`src/rtl/handshake_pkg.sv`:
```
// Shared types and constants for the processor/peripheral send/ack handshake.
package handshake_pkg;

  typedef enum logic {
    IDLE = 1'b0,
    ACK  = 1'b1
  } state_t;

  localparam logic [1:0] SEND_IDLE = 2'b00;
  localparam logic [1:0] SEND_REQ  = 2'b01;
  localparam logic [1:0] ACK_OFF   = 2'b00;
  localparam logic [1:0] ACK_ON    = 2'b01;

  // Default data width, matching the processor dado bus.
  localparam int DW_DEFAULT = 16;

endpackage

```
`src/rtl/periph_fifo.sv`:
```
// First-word-fall-through circular FIFO holding words accepted from the processor.
module periph_fifo #(
  parameter int DEPTH = 4,
  parameter int DW    = 16
) (
  input  logic          clk,
  input  logic          rst,
  input  logic          push,
  input  logic [DW-1:0] din,
  input  logic          pop,
  output logic [DW-1:0] dout,
  output logic          empty,
  output logic          full
);

  localparam int AW = $clog2(DEPTH);

  logic [DW-1:0] mem [DEPTH];
  logic [AW-1:0] wr_ptr;
  logic [AW-1:0] rd_ptr;
  logic [AW:0]   count;

  // Storage write; contents are never reset, the pointers decide what is valid.
  always_ff @(posedge clk) begin
    if (push) begin
      mem[wr_ptr] <= din;
    end
  end

  // Pointer and occupancy bookkeeping; pointers wrap naturally modulo DEPTH.
  always_ff @(posedge clk or posedge rst) begin
    if (rst) begin
      wr_ptr <= '0;
      rd_ptr <= '0;
      count  <= '0;
    end else begin
      if (push) begin
        wr_ptr <= wr_ptr + 1'b1;
      end
      if (pop) begin
        rd_ptr <= rd_ptr + 1'b1;
      end
      case ({push, pop})
        2'b10:   count <= count + 1'b1;
        2'b01:   count <= count - 1'b1;
        default: count <= count;
      endcase
    end
  end

  // Head word is read asynchronously so it is visible right after the writing edge.
  assign dout  = mem[rd_ptr];
  assign empty = (count == '0);
  assign full  = (count == (AW + 1)'(DEPTH));

endmodule

```
`src/rtl/fsm_periferico.sv`:
```
// Peripheral-side 4-phase handshake receiver: buffers each request word in a FIFO,
// stalls ack while the FIFO is full, and counts accepted words and illegal requests.
module fsm_periferico
  import handshake_pkg::*;
#(
  parameter int DEPTH = 4,
  parameter int DW    = DW_DEFAULT
) (
  input  logic          clk,
  input  logic          rst,
  input  logic [1:0]    send,
  input  logic [DW-1:0] dado,
  output logic [1:0]    ack,
  output logic          out_valid,
  output logic [DW-1:0] out_data,
  input  logic          out_ready,
  output logic [15:0]   rx_count,
  output logic [7:0]    err_count,
  output logic          full
);

  state_t state;
  state_t state_next;
  logic   push;
  logic   pop;
  logic   empty;
  logic   illegal;

  assign illegal   = send[1];
  assign out_valid = !empty;
  assign pop       = out_valid && out_ready;
  assign ack       = (state == ACK) ? ACK_ON : ACK_OFF;

  periph_fifo #(
    .DEPTH (DEPTH),
    .DW    (DW)
  ) u_fifo (
    .clk   (clk),
    .rst   (rst),
    .push  (push),
    .din   (dado),
    .pop   (pop),
    .dout  (out_data),
    .empty (empty),
    .full  (full)
  );

  // State register.
  always_ff @(posedge clk or posedge rst) begin
    if (rst) begin
      state <= IDLE;
    end else begin
      state <= state_next;
    end
  end

  // Next state and push decision; a request seen while full is simply retried next cycle.
  always_comb begin
    state_next = state;
    push       = 1'b0;
    case (state)
      IDLE: begin
        if (send == SEND_REQ && !full) begin
          push       = 1'b1;
          state_next = ACK;
        end
      end
      ACK: begin
        if (send == SEND_IDLE) begin
          state_next = IDLE;
        end
      end
      default: state_next = IDLE;
    endcase
  end

  // Accepted-word counter (wraps) and illegal-request counter (saturates).
  always_ff @(posedge clk or posedge rst) begin
    if (rst) begin
      rx_count  <= '0;
      err_count <= '0;
    end else begin
      if (push) begin
        rx_count <= rx_count + 16'd1;
      end
      if (illegal && err_count != 8'hFF) begin
        err_count <= err_count + 8'd1;
      end
    end
  end

endmodule

```
`config.mk`:
```
export PLATFORM = sky130hd
export DESIGN_NAME = fsm_periferico
export DESIGN_NICKNAME = d
export VERILOG_FILES = /design/src/rtl/handshake_pkg.sv /design/src/rtl/periph_fifo.sv /design/src/rtl/fsm_periferico.sv
export SDC_FILE = /design/constraint.sdc
export NUM_CORES = 1
export LEC_CHECK = 0
export ABC_AREA = 1
export CORE_MARGIN = 10
export CORE_UTILIZATION = 57
export DETAILED_ROUTE_END_ITERATION = 8
export DONT_BUFFER_PORTS = 1
export PLACE_DENSITY = 0.75
export SYNTH_ARGS = -nofsm -noshare
export SYNTH_HDL_FRONTEND = slang
export SYNTH_SLANG_ARGS = --single-unit
```
`constraint.sdc`:
```
create_clock -name clk -period 1.8 [get_ports clk]
set_input_delay 0.09 -clock clk [delete_from_list [all_inputs] [get_ports clk]]
set_output_delay 0.09 -clock clk [all_outputs]
set_load 0.005 [all_outputs]
```
==> results.yml <==
run_status:
  status: "complete, no violations"
drt:
  drc: 0
  via_count: 2744
  routed_via_density: 5.33
  drt_first_pass_iters: 4
  routed_wl_um: 8390
  wire_per_inst_um: 16.3
  ant_nets: 0
  drtIter0Drc: 93
worst_setup_path:
  cp_top_family: "adder cells"
  cp_slowest_cell: "dfrtp_1"
  critical-path-max-stage-delay_ns: 0.41
  start_kind: "register"
  critPathCaptureType: "register"
  path_common_cell: "inv_2"
  worstPathCellList: "inv_2 -> nand3_4 -> nand2_4 -> ha_4 -> inv_2 -> fa_2 -> a21oi_2 -> o21ai_1 -> xor2_1"
  ff2ff_path_depth: 9
  r2r_start: "u_fifo.count[1]"
  path_buf_inv: 2
  required_ns: 2.04
  timing.rr.end: "u_fifo.count[2]"
  r2r_slack_ns: 0.07
  worstPathMaxFanout: 3
  arrival_ns: 1.97
  path_class: "register to register"
logic_synthesis:
  syn_inst: 372
  yosys-top-cells-count: "nand2_1 (73), edfxtp_1 (64), nor2_1 (45)"
  muxShareOfSynthArea: 0
  synthXorXnorAreaFrac: 0.0418
  ys_types: 30
  synth_top_area_share: 0.462
  synth_ff_type: "edfxtp_1"
  yosysSeqAreaShare: 0.654
  synth_area_per_cell_um2: 11.2
  synth_nets: 401
  synth-seq-cells: 96
  synth_area_leaders: "edfxtp_1 (46%), dfrtp_1 (19%), nand2_1 (6.6%)"
  synth-async-reset-ratio: 0.333
  synth_area_um2: 4160
  ys_warn_count: 0
  synth_compound_area_frac: 0.0709
  synthMostInstantiatedCell: "nand2_1"
  synth-edff-count: 64
  synth_top_cell_by_area: "edfxtp_1"
  synth_top_family_by_area: "simple AND/OR/NAND/NOR gates"
  synthAdderAreaFrac: 0.0258
  synth-simple-area-share: 0.165
cts:
  clk_latency_ns: 0.36
  cts_root_buf: "clkbuf_8"
  cts_tree: "yes"
  cts.sinks: 96
  cts_buffers: 9
  clkTransAtPathRegs_ns: 0.09
  clock_path_buffers: 2
  htree_levels: 3
placement:
  dpl.hpwl_um: 5450
  dp_slack_ns: -0.0977
  gp_congestion: 0.722
  placed_area_um2: 4350
  placed_cells: 472
  port_buffers: 0
floorplan:
  die_y_um: 105
  dieArea_um2: 11100
  rows: 31
  io_pins: 65
  initial_core_util: 0.580
  core_um2: 7180
  die_x_um: 105
timing:
  clock_skew_ns: 0.00993
  hold_violations: 0
  worst_slack_ns: 0.0707
  rsz0062_at_grt: "false"
  holdWs_ns: 0.00798
  setup_tns_ns: 0
  fin_crit_ns: 1.73
  min_period_over_period: 0.961
  fmax_mhz: 578
  finalSetupViolations: 0
  drv_slew: 0
power_and_ir_drop:
  ir_worst_vdd_mv: 0.751
  powerDensity_nw_per_um2: 1330
  p_leak_nw: 1.87
min_path:
  min_to: "err_count[0]"
  hp-class: "input pin to register"
  hold_start: "send[1]"
  hold_depth: 2
finish:
  nets: 440
  layout-drive-gt1-share: 0.151
  multi_input_area_um2: 1300
  n_fill_cell: 550
  area.growth.synth_to_final_pct: 16.8
  stdcell_count: 515
  diodes: 0
  regArea_um2: 2720
  fin_area_um2: 4860
global_routing:
  gr-usage-all-layers: 0.155
  grt_max_degree: 33
  antenna_found_initial: 0
  grt_overflow_total: 0
  first_global_vias: 2763
  grt_pass1_wl_um: 14000
flow_run:
  drv_cap: 0
[worst max path at each step]
| stage | from | end | slack [ns] | depth (start not counted) |
|---|---|---|---|---|
| floorplan | state | u_fifo.mem[0][0] | -0.09 | 4 |
| detailed placement | u_fifo.count[2] | u_fifo.count[2] | -0.1 | 9 |
| global placement | u_fifo.count[2] | u_fifo.count[2] | 0.05 | 9 |
| finish | u_fifo.count[1] | u_fifo.count[2] | 0.07 | 9 |
| CTS | u_fifo.count[1] | u_fifo.count[2] | 0.02 | 9 |
| global route | u_fifo.count[1] | u_fifo.count[2] | 0.009 | 9 |
[logic make-up (layout without fill, tap and decap cells)]
| family | count (synthesis) | after routing |
|---|---|---|
| and+or+nand+nor | 154 | 154 |
| DFF | 96 | 96 |
| AOI/OAI and AO/OA | 55 | 55 |
| buffers and inverters | 39 | 83 |
| xor gates and xnor gates | 19 | 19 |
| adders and majority gates | 8 | 8 |
| other | 1 | 1 |
[repair_timing]
action,4_1_cts,5_1_grt
gates resized for setup,4,7
endpoints found under the setup margin,1,3
hold buffers,20,0
pin swaps,0,5
hold endpoints to repair,98,0
setup buffers,2,5
[report_power, final]
part	total [mW]	switching (mW)	internal, mW
registers	2.92	0.253	2.67
logic	1.97	1.20	0.769
clock network	1.57	0.746	0.826
total	6.46	2.20	4.26
[worst reg2reg max path: stages, from the launching register on]
cell     delay, ns
dfrtp_1       0.41
inv_2         0.10
nand3_4       0.09
nand2_4       0.09
ha_4          0.13
inv_2         0.05
fa_2          0.37
a21oi_2       0.12
o21ai_1       0.09
xor2_1        0.15
[placed cells by master, fill, tap and decap left out, types with 2 or more instances in the layout]
cell	n
o21ai_1	2
nand3b_1	4
edfxtp_1	64
nand4_1	5
inv_1	20
inv_2	5
nand2_1	73
nor2_2	5
nor2_4	3
ha_1	6
nor2_1	45
nand3_2	2
xnor2_1	9
bufinv_16	2
xor2_1	9
buf_12	2
dfrtp_1	32
nand3_1	9
buf_4	17
o21ai_0	36
clkbuf_8	10
dlygate4sd3_1	20
nand2_2	4
o22ai_1	16
clkinv_4	2
[registers in the layout (all words and copies together) (netlist names)]
| register | cells |
|---|---|
| rx_count | 16 |
| u_fifo.rd_ptr | 2 |
| u_fifo.mem | 64 |
| state | 1 |
| u_fifo.wr_ptr | 2 |
| err_count | 8 |
| u_fifo.count | 3 |
[area by class of cell]
type,instances,area share
multi-input combinational,237,0.268
timing repair buffer,40,0.0780
inverter,27,0.0221
clock buffer,10,0.0283
sequential,96,0.560
tap,99,0.0255
clock inverter,6,0.0185
[metrics by stage]
stage | power (mW) | utilization
2_1_floorplan | 4.23 | -
4_1_cts | 6.40 | 0.669
3_5_place_dp | 4.74 | 0.606
6_report | 6.46 | 0.678
3_3_place_gp | 4.65 | 0.606
5_1_grt | 6.89 | 0.678
[routing by layer]
metal	track usage	share of wire
met1	0.189	0.42
met2	0.258	0.51
met3	0.0505	0.058
met4	0.0480	0.011
met5	0	0
Note: power is estimated with default switching activity, not from simulation.
